<file path="src/rtl/uart_pkg.sv">
// Shared types and helpers for the UART word transmitter and its byte-level sender.
package uart_pkg;

    localparam int UART_DATA_BITS = 8;

    typedef enum logic [1:0] {
        IDLE,
        START,
        DATA,
        STOP
    } tx_state_t;

    typedef enum logic {
        W_IDLE,
        W_BUSY
    } word_state_t;

    function automatic int baud_period(input int clk_freq, input int baud);
        return clk_freq / baud;
    endfunction

endpackage

</file>
<file path="src/rtl/uart_word_transmit_if.sv">
// Word handshake between a producer and the UART word transmitter.
interface uart_word_transmit_if #(
    parameter int WIDTH = 16
);
    logic             valid_in;
    logic [WIDTH-1:0] data_in;
    logic             ready_out;

    modport master (output valid_in, output data_in, input ready_out);
    modport slave  (input valid_in, input data_in, output ready_out);
endinterface

</file>
<file path="src/rtl/uart_transmit.sv">
// Single-byte 8N1 sender with its own baud counter.
// Ready rises in the last stop-bit cycle so a following byte starts with no idle gap.
module uart_transmit
    import uart_pkg::*;
#(
    parameter int CLK_FREQ  = 100_000_000,
    parameter int BAUD_RATE = 115200
) (
    input  logic       clk_in,
    input  logic       rst_in,
    input  logic       valid_in,
    input  logic [7:0] data_in,
    output logic       ready_out,
    output logic       done_out,
    output logic       tx_wire_out
);

    localparam int BAUD_PERIOD = baud_period(CLK_FREQ, BAUD_RATE);
    localparam int CNT_W       = (BAUD_PERIOD > 1) ? $clog2(BAUD_PERIOD) : 1;
    localparam logic [CNT_W-1:0] CNT_LAST = CNT_W'(BAUD_PERIOD - 1);

    tx_state_t  r_state, w_state_next;
    logic [CNT_W-1:0] r_baud_cnt, w_baud_next;
    logic [2:0] r_bit_idx, w_bit_next;
    logic [7:0] r_shift, w_shift_next;
    logic       r_tx, w_tx_next;
    logic       r_done, w_done_next;
    logic       w_bit_end;

    assign w_bit_end   = (r_baud_cnt == CNT_LAST);
    assign ready_out   = !rst_in && ((r_state == IDLE) || ((r_state == STOP) && w_bit_end));
    assign done_out    = r_done;
    assign tx_wire_out = r_tx;

    always_comb begin
        w_state_next = r_state;
        w_baud_next  = r_baud_cnt;
        w_bit_next   = r_bit_idx;
        w_shift_next = r_shift;
        w_done_next  = 1'b0;
        w_tx_next    = 1'b1;

        case (r_state)
            IDLE: begin
                if (valid_in) begin
                    w_state_next = START;
                    w_shift_next = data_in;
                    w_baud_next  = '0;
                end
            end
            START: begin
                if (w_bit_end) begin
                    w_state_next = DATA;
                    w_bit_next   = 3'd0;
                    w_baud_next  = '0;
                end else begin
                    w_baud_next = r_baud_cnt + CNT_W'(1);
                end
            end
            DATA: begin
                if (w_bit_end) begin
                    w_baud_next = '0;
                    if (r_bit_idx == 3'd7) begin
                        w_state_next = STOP;
                    end else begin
                        w_bit_next = r_bit_idx + 3'd1;
                    end
                end else begin
                    w_baud_next = r_baud_cnt + CNT_W'(1);
                end
            end
            STOP: begin
                if (w_bit_end) begin
                    w_baud_next = '0;
                    w_done_next = 1'b1;
                    // A byte offered in the final stop cycle chains straight into its start bit.
                    if (valid_in) begin
                        w_state_next = START;
                        w_shift_next = data_in;
                    end else begin
                        w_state_next = IDLE;
                    end
                end else begin
                    w_baud_next = r_baud_cnt + CNT_W'(1);
                end
            end
            default: w_state_next = IDLE;
        endcase

        case (w_state_next)
            START:   w_tx_next = 1'b0;
            DATA:    w_tx_next = w_shift_next[w_bit_next];
            default: w_tx_next = 1'b1;
        endcase
    end

    always_ff @(posedge clk_in) begin
        if (rst_in) begin
            r_state    <= IDLE;
            r_baud_cnt <= '0;
            r_bit_idx  <= 3'd0;
            r_shift    <= 8'd0;
            r_tx       <= 1'b1;
            r_done     <= 1'b0;
        end else begin
            r_state    <= w_state_next;
            r_baud_cnt <= w_baud_next;
            r_bit_idx  <= w_bit_next;
            r_shift    <= w_shift_next;
            r_tx       <= w_tx_next;
            r_done     <= w_done_next;
        end
    end

endmodule

</file>
<file path="src/rtl/uart_word_transmit.sv">
// Byte sequencer: sends a WIDTH-bit word as back-to-back 8N1 frames, MSB byte first.
module uart_word_transmit
    import uart_pkg::*;
#(
    parameter int CLK_FREQ  = 100_000_000,
    parameter int BAUD_RATE = 115200,
    parameter int WIDTH     = 16
) (
    input  logic                 clk_in,
    input  logic                 rst_in,
    uart_word_transmit_if.slave  bus,
    output logic                 busy_out,
    output logic                 done_out,
    output logic                 tx_wire_out
);

    localparam int NUM_BYTES = WIDTH / UART_DATA_BITS;
    localparam int IDX_W     = (NUM_BYTES > 1) ? $clog2(NUM_BYTES) : 1;
    localparam logic [IDX_W-1:0] IDX_LAST = IDX_W'(NUM_BYTES - 1);

    word_state_t      r_state, w_state_next;
    logic [WIDTH-1:0] r_word, w_word_next;
    logic [IDX_W-1:0] r_byte_idx, w_byte_idx_next;
    logic             w_ready;
    logic             w_sub_valid;
    logic [7:0]       w_sub_data;
    logic             w_sub_ready;
    logic             w_sub_done;

    assign w_ready       = (r_state == W_IDLE) && !rst_in;
    assign bus.ready_out = w_ready;
    assign busy_out      = (r_state == W_BUSY);
    // The byte sender's done pulse only counts once the sequencer has returned to idle.
    assign done_out      = w_sub_done && (r_state == W_IDLE);

    always_comb begin
        w_state_next    = r_state;
        w_word_next     = r_word;
        w_byte_idx_next = r_byte_idx;
        w_sub_valid     = 1'b0;
        w_sub_data      = r_word[WIDTH-1 -: 8];

        case (r_state)
            W_IDLE: begin
                w_sub_valid = bus.valid_in && w_ready;
                w_sub_data  = bus.data_in[WIDTH-1 -: 8];
                if (bus.valid_in && w_ready) begin
                    w_state_next    = W_BUSY;
                    w_word_next     = bus.data_in << 8;
                    w_byte_idx_next = '0;
                end
            end
            W_BUSY: begin
                if (w_sub_ready) begin
                    if (r_byte_idx == IDX_LAST) begin
                        w_state_next = W_IDLE;
                    end else begin
                        w_sub_valid     = 1'b1;
                        w_word_next     = r_word << 8;
                        w_byte_idx_next = r_byte_idx + IDX_W'(1);
                    end
                end
            end
            default: w_state_next = W_IDLE;
        endcase
    end

    always_ff @(posedge clk_in) begin
        if (rst_in) begin
            r_state    <= W_IDLE;
            r_word     <= '0;
            r_byte_idx <= '0;
        end else begin
            r_state    <= w_state_next;
            r_word     <= w_word_next;
            r_byte_idx <= w_byte_idx_next;
        end
    end

    uart_transmit #(
        .CLK_FREQ  (CLK_FREQ),
        .BAUD_RATE (BAUD_RATE)
    ) u_byte_tx (
        .clk_in      (clk_in),
        .rst_in      (rst_in),
        .valid_in    (w_sub_valid),
        .data_in     (w_sub_data),
        .ready_out   (w_sub_ready),
        .done_out    (w_sub_done),
        .tx_wire_out (tx_wire_out)
    );

endmodule
</file>
<file path="src/flat_wrapper.sv">
// flat-port wrapper written by rule: the top's interface ports become plain ports
module uart_word_transmit_flat import uart_pkg::*;
#(
    parameter int CLK_FREQ  = 100_000_000,
    parameter int BAUD_RATE = 115200,
    parameter int WIDTH     = 16
)
  (clk_in, rst_in, busy_out, done_out, tx_wire_out, bus_valid_in, bus_data_in, bus_ready_out);
  uart_word_transmit_if #(.WIDTH(WIDTH)) bus_i ();
  input  logic clk_in;
  input  logic rst_in;
  output logic busy_out;
  output logic done_out;
  output logic tx_wire_out;
  input wire logic [$bits(bus_i.valid_in)-1:0] bus_valid_in;
  input wire logic [$bits(bus_i.data_in)-1:0] bus_data_in;
  output wire logic [$bits(bus_i.ready_out)-1:0] bus_ready_out;
  assign bus_i.valid_in = bus_valid_in;
  assign bus_i.data_in = bus_data_in;
  assign bus_ready_out = bus_i.ready_out;
  uart_word_transmit #(.CLK_FREQ(CLK_FREQ), .BAUD_RATE(BAUD_RATE), .WIDTH(WIDTH)) u_core (.clk_in(clk_in), .rst_in(rst_in), .bus(bus_i), .busy_out(busy_out), .done_out(done_out), .tx_wire_out(tx_wire_out));
endmodule
</file>
<file path="config.mk">
export PLATFORM = sky130hd
export DESIGN_NAME = uart_word_transmit_flat
export DESIGN_NICKNAME = d
export VERILOG_FILES = /design/src/rtl/uart_pkg.sv /design/src/rtl/uart_word_transmit_if.sv /design/src/rtl/uart_transmit.sv /design/src/rtl/uart_word_transmit.sv /design/src/flat_wrapper.sv
export SDC_FILE = /design/constraint.sdc
export NUM_CORES = 1
export LEC_CHECK = 0
export BUFFER_PORTS_ARGS = -buffer_cell sky130_fd_sc_hd__buf_2
export CORE_MARGIN = 3
export CORE_UTILIZATION = 57
export DETAILED_ROUTE_END_ITERATION = 8
export PLACE_DENSITY_LB_ADDON = 0.1
export SETUP_SLACK_MARGIN = 0.05
export SYNTH_ARGS = -nofsm -noshare
export SYNTH_HDL_FRONTEND = slang
export SYNTH_SLANG_ARGS = --single-unit
</file>
<file path="constraint.sdc">
create_clock -name clk_in -period 2.9 [get_ports clk_in]
set_clock_uncertainty 0.1 [all_clocks]
set_input_delay 0.58 -clock clk_in [delete_from_list [all_inputs] [get_ports clk_in]]
set_output_delay 0.58 -clock clk_in [all_outputs]
set_load 0.01 [all_outputs]
</file>
==> key figures, run 1 <==
Layout
  – Most frequent cells in the layout: dfxtp_1 (35), nor2_1 (28), nand2_1 (23)
  – Proportion of layout cells with a drive suffix above 1: 20.5%
  – Nets: 283
  – Fillers: 285
  – Commonest non-fill, non-tap cell in the layout: dfxtp_1
  – Layout area overhead: 12.2%
  – Final Util: 69.2%
  – Ant diodes: 0

Setup path
  – CP required: 3.08 ns
  – Worst-path maximum fanout: 7
  – WS Path Type: reg2reg
  – Startpoint types: flop
  – FF-to-FF path depth: 9
  – Reg2Reg Capture Point: u_core.u_byte_tx.tx_wire_out$_SDFF_PP1_
  – Crit path from: u_core.u_byte_tx.r_state[0]$_SDFF_PP0_
  – CP Capture Point: u_core.u_byte_tx.tx_wire_out$_SDFF_PP1_
  – Worst Setup End Kind: flop
  – Worst R2R Start: u_core.u_byte_tx.r_state[0]$_SDFF_PP0_
  – FF-to-FF setup slack: 0.19 ns
  – WP data arrival: 2.88 ns

Yosys
  – Top_reg_cell synth: dfxtp_1
  – #FFs+latches synth: 35
  – Ys async rst share: 0%
  – Avg Synthesized Cell Area: 8.31 um2
  – Register area share after synthesis: 36.3%
  – Post-synth EDFFs: 0
  – Synth warn: 0
  – Syn Nets: 257
  – Post-Syn Area: 1930 um2
  – Synthesized instance count: 232
  – Netlist cell types: 46

Drt
  – Routed via count: 1773
  – Routed len/inst: 14.6 um
  – Iteration-0 DRC count of the detailed router: 172
  – Drt first pass iters: 4
  – DRC: 0
  – Via density: 5.85
  – Antenna-violating nets left: 0
  – WL final: 4.44 mm

STA
  – Slew Limit Fails: 0
  – Upper clock frequency limit: 370 MHz
  – Setup TNS: 0 ns
  – Final min period: 2.71 ns
  – Final Hold Viols: 0
  – Final period util: 93.3%
  – Rel. slew slack: 61.2%
  – Final setup vio count: 0
  – Worst Max-Slew Pin Slew: 0.578 ns
  – RSZ-0062 raised after global routing: no

Global routing
  – Total global-route track usage: 22.7%
  – Vias in the first global route: 1595
  – Final global-route overflow total: 0
  – Largest net degree at the start of global routing: 21
  – Initial antenna violation count: 0
  – First-pass GRT wire length: 7.36 mm

Die
  – Starting Density: 61.6%
  – Die Y: 64.2 um
  – I/O pin count: 23
  – DIE AREA: 4120 um2
  – Die X: 64.2 um
  – Rows: 20
  – Core area: 3130 um2

Clocking
  – Clk Latency, worst-skew pair: 0.34 ns
  – CTS tree: yes
  – CTS H-tree depth: 2
  – Clock sinks: 35
  – CTS root buffer: clkbuf_4
  – Post-CTS Hold Buffers: 0
  – Clock slew at reported path FFs: 0.11 ns
  – Clk buf depth: 2
  – Total CTS buffers: 5

Hold path
  – Hold crit path type: in2reg

Status
  – Status: finished, final reports clean

Place
  – Dpl hpwl: 3.21 mm
  – GP Congestion: 0.858
  – Input/output buffers: 22

Power
  – Power Dens Cells: 461 nW/um2
  – LEAKAGE: 0.842 nW
  – Worst VDD drop: 0.377 mV

Flow run
  – Max Cap Viol: 0
registers in the layout (all words and copies together), names as in the netlist:
name,flops
u_core.u_byte_tx.r_baud_cnt,10
u_core.r_word,8
u_core.u_byte_tx.r_shift,8
u_core.u_byte_tx.r_bit_idx,3
u_core.u_byte_tx.r_state,2
u_core.busy_out,1
u_core.r_byte_idx,1
u_core.u_byte_tx.done_out,1
u_core.u_byte_tx.tx_wire_out,1
timing repair:
| item | 4_1_cts | 5_1_grt |
|---|---|---|
| gates resized for setup | 0 | 2 |
| setup endpoints to repair | 0 | 1 |
| setup buffers | 0 | 1 |
worst max-delay path, cell delays in order (launching register included):
cell and delay (ns):
dfxtp_1 0.43, inv_1 0.13, ha_2 0.40, nor2b_1 0.17
a41oi_2 0.06, a221o_2 0.46, o311a_1 0.15, a211o_1 0.28
a32o_1 0.26, a32oi_1 0.19
worst min-delay path by stage:
| stage | start | to | cells past startpoint |
|---|---|---|---|
| 2_1_floorplan | u_core.u_byte_tx.r_shift[3]$_SDFF_PP0_ | u_core.u_byte_tx.r_shift[3]$_SDFF_PP0_ | 2 |
| 3_3_place_gp | u_core.u_byte_tx.r_shift[3]$_SDFF_PP0_ | u_core.u_byte_tx.r_shift[3]$_SDFF_PP0_ | 2 |
| 3_5_place_dp | u_core.u_byte_tx.r_shift[5]$_SDFF_PP0_ | u_core.u_byte_tx.r_shift[5]$_SDFF_PP0_ | 2 |
| 4_1_cts | bus_data_in[4] | u_core.r_word[12]$_SDFFE_PP0P_ | 2 |
| 5_1_grt | bus_data_in[5] | u_core.r_word[13]$_SDFFE_PP0P_ | 2 |
| 6_report | bus_data_in[4] | u_core.r_word[12]$_SDFFE_PP0P_ | 2 |
Yosys cell counts (2+ instances only):
master,number,share of area [%]
clkbuf_1,7,1.4
nor3b_1,2,0.78
nor2b_1,5,1.6
mux2_2,8,4.7
ha_1,6,3.9
nand3_1,9,2.3
nor2_1,28,5.5
inv_1,12,2.3
a21oi_1,16,4.2
o21ai_0,8,2.1
a22o_1,5,2.3
dfxtp_1,35,36
a31oi_1,6,1.9
a22oi_1,6,2.3
a311oi_1,6,2.7
o211ai_1,2,0.78
and4_1,2,0.91
nand2b_1,3,0.97
or3_1,2,0.65
o32a_1,2,1.0
a211oi_1,3,1.2
nand2_1,23,4.5
mux2i_1,4,2.1
and2_1,2,0.65
nand4_1,3,0.97
a21o_1,2,0.78
buf_2,4,1.0
and3_1,3,0.97
kinds of logic after synthesis:
logic type	share of synthesized area (%)
simple gates	21.6
compound gates	25.8
flops	36.3
buf+inv	5.58
mux	6.75
fa+ha+maj	3.89
report_power, final:
group	leakage, nW	switching, mW	internal [mW]
clock	0.0282	0.166	0.0935
sequential	0.285	0.0144	0.504
combinational	0.529	0.130	0.0886
routing by layer:
layer / GRT usage (%) / wire [um]
met1: 32.3 / 2220
met4: 7.65 / 72
met2: 32.8 / 1940
met3: 6.15 / 206
met5: 0 / 0
metrics by stage:
step,setup slack [ns],area (um2),hold WS (ns),power (mW),instances
3_5_place_dp,0.133,2100,0.346,0.741,294
2_1_floorplan,0.393,1930,0.332,0.676,232
3_3_place_gp,0.262,2100,0.341,0.739,294
6_report,0.195,2160,0.352,0.997,303
5_1_grt,0.0597,2160,0.341,1.05,303
4_1_cts,0.115,2150,0.348,0.997,302
layout make-up:
cell class              count  area, um2  area share (%)
well taps                  44       55.1            2.54
repair buffers             32        185            8.56
inverters                  12       45.0            2.08
multi-input cells         172       1120            51.9
flip-flops and latches     35        701            32.4
clock buffers               6       41.3            1.91
clock inverters             2       12.5           0.578
Note: power is estimated with default switching activity, not from simulation.
==> inputs of run 2 (changes only) <==
Settings changed: CTS_BUF_LIST from default to sky130_fd_sc_hd__clkbuf_4 sky130_fd_sc_hd__clkbuf_8 sky130_fd_sc_hd__clkbuf_16, RECOVER_POWER from default to 100.
==> run 2 against run 1 <==
Effect of this change:
- clock power rose by 4%
- critical path depth did not move
- combinational power about the same
- via count barely moved
- sequential share of layout area grew 0.23 points
- cell count did not move
- first-iteration DRC count up 22%
- utilization shrank 0.48 points
- maximum frequency is 1.0% higher
- design area shrank 0.69%
- routed wire length is 0.16% lower
- hold slack is essentially flat
- critical path type unchanged
- largest power group unchanged
==> key figures, run 2 (same netlist as run 1, synthesis figures left out) <==
Setup path
  – Worst-path maximum fanout: 7 (unchanged)
  – WP data arrival: 2.86 ns (-0.02 ns)
  – FF-to-FF path depth: 9 (unchanged)
  – CP required: 3.08 ns (about the same)
  – Worst Setup End Kind: flop
  – WS Path Type: reg2reg
  – FF-to-FF setup slack: 0.22 ns (+0.03 ns)
  – Startpoint types: flop

Clocking
  – Clock slew at reported path FFs: 0.12 ns (about the same)
  – Clk buf depth: 2 (unchanged)
  – CTS H-tree depth: 2 (unchanged)
  – Total CTS buffers: 5 (unchanged)
  – CTS root buffer: clkbuf_4
  – Clk Latency, worst-skew pair: 0.35 ns (about the same)
  – CTS tree: yes
  – Post-CTS Hold Buffers: 0 (unchanged)
  – Clock sinks: 35 (unchanged)

Drt
  – Top sig layer: met4
  – Detail Route met3 WL: 213 um (+3.4%)
  – WL final: 4.43 mm (-0.16%)
  – Routed len/inst: 14.6 um (-0.16%)
  – Via density: 5.85 (about the same)
  – Metal-1 WL: 2.20 mm (-0.68%)
  – Antenna-violating nets left: 0 (unchanged)
  – Routed via count: 1772 (-0.056%)
  – Iteration-0 DRC count of the detailed router: 210 (+22%)
  – DRC: 0 (unchanged)
  – Met2 routed WL: 1.96 mm (+1.1%)
  – Drt first pass iters: 4 (unchanged)

Global routing
  – Largest net degree at the start of global routing: 21 (unchanged)
  – Vias in the first global route: 1595 (unchanged)
  – Final global-route overflow total: 0 (unchanged)
  – Initial antenna violation count: 0 (unchanged)
  – First-pass GRT wire length: 7.36 mm (unchanged)
  – Total global-route track usage: 22.7% (unchanged)

Die
  – Starting Density: 61.6% (unchanged)
  – I/O pin count: 23 (unchanged)
  – Rows: 20 (unchanged)
  – DIE AREA: 4120 um2 (unchanged)
  – Core area: 3130 um2 (unchanged)
  – Die X: 64.2 um (unchanged)
  – Die Y: 64.2 um (unchanged)

Layout
  – Commonest non-fill, non-tap cell in the layout: dfxtp_1
  – Nets: 283 (unchanged)
  – Regs by FF count: u_core.u_byte_tx.r_baud_cnt x10, u_core.r_word x8, u_core.u_byte_tx.r_shift x8
  – Most frequent cells in the layout: dfxtp_1 (35), nor2_1 (28), nand2_1 (23)
  – Proportion of layout cells with a drive suffix above 1: 18.5% (-1.9 points)
  – Most flops, register: u_core.u_byte_tx.r_baud_cnt
  – Layout area overhead: 11.4%
  – Ant diodes: 0 (unchanged)
  – Max reg flops: 10 (unchanged)

STA
  – Rel. slew slack: 58.2% (-3.0 points)
  – Final setup vio count: 0 (unchanged)
  – Upper clock frequency limit: 373 MHz (+1.0%)
  – Final Hold Viols: 0 (unchanged)
  – Final Hold Slack: 0.352 ns (-0.0000180 ns)
  – RSZ-0062 raised after global routing: no
  – Slew Limit Fails: 0 (unchanged)
  – Worst Max-Slew Pin Slew: 0.626 ns (+0.0482 ns)
  – Setup TNS: 0 ns (unchanged)
  – Final period util: 92.3% (-0.95 points)
  – Post-route setup slack: 0.222 ns (+0.0274 ns)
  – Final min period: 2.68 ns (-0.0274 ns)

Flow run
  – Max Cap Viol: 0 (unchanged)

Power
  – Worst VDD drop: 0.378 mV (+0.45%)
  – LEAKAGE: 0.828 nW (-1.7%)
  – Power Dens Cells: 467 nW/um2 (+1.5%)

Hold path
  – Worst Hold Depth: 2 (unchanged)
  – Hold crit path type: in2reg

Status
  – Status: finished, final reports clean

Place
  – Dpl hpwl: 3.21 mm (unchanged)
  – GP Congestion: 0.858 (unchanged)
  – Setup WS pre-CTS: 0.133 ns (unchanged)
  – Input/output buffers: 22 (unchanged)
run 2: changes by cell type in the layout (fill, tap and decap cells not counted), sizes merged:
cell,change
clkbuf,+5
buf,-5
run 2: power by group:
group / leakage, nW / internal [mW] / total, mW / switching [mW]
combinational: 0.511 / 0.0859 / 0.215 / 0.129
sequential: 0.285 / 0.504 / 0.518 / 0.0144
clock: 0.0317 / 0.103 / 0.271 / 0.168
total: 0.828 / 0.693 / 1.00 / 0.311
run 2: routing by layer:
metal  global-route usage (%)  up-vias
li1                         -      909
met1                     32.3      814
met2                     32.8       42
met3                     6.15        7
met4                     7.65        0
met5                        0        -
run 2: area by class of cell:
type,count,area [um2]
Sequential cell,35,701
Timing Repair Buffer,32,174
Clock inverter,2,12.5
Fill cell,286,980
Multi-Input combinational cell,172,1120
Inverter,12,45.0
Tap cell,44,55.1
Clock buffer,6,45.0
run 2: worst max-delay path, stage by stage, from the launching register on:
cell     delay, ns
dfxtp_1       0.43
inv_1         0.13
ha_2          0.40
nor2b_1       0.14
a41oi_1       0.07
a221o_2       0.47
o311a_1       0.15
a211o_1       0.28
a32o_1        0.27
a32oi_1       0.18
run 2: path summary, 6_finish.rpt:
| check | end | start |
|---|---|---|
| max | u_core.u_byte_tx.tx_wire_out$_SDFF_PP1_ | u_core.u_byte_tx.r_state[0]$_SDFF_PP0_ |
| min | u_core.r_word[12]$_SDFFE_PP0P_ | bus_data_in[4] |
| max reg2reg | u_core.u_byte_tx.tx_wire_out$_SDFF_PP1_ | u_core.u_byte_tx.r_state[0]$_SDFF_PP0_ |
| min reg2reg | u_core.u_byte_tx.r_shift[5]$_SDFF_PP0_ | u_core.u_byte_tx.r_shift[5]$_SDFF_PP0_ |
run 2: metrics by stage:
step	instance area (um2)	cells	power, mW	util (%)
finish	2150	303	1.00	68.7
CTS	2160	302	1.01	68.9
floorplan	1930	232	0.676	-
global placement	2100	294	0.739	67.1
detailed placement	2100	294	0.741	67.1
global route	2150	303	1.06	68.7
run 2: what timing repair did:
action	4_1_cts	5_1_grt
gates resized for setup	0	2
setup buffers	0	1
setup endpoints to repair	0	1
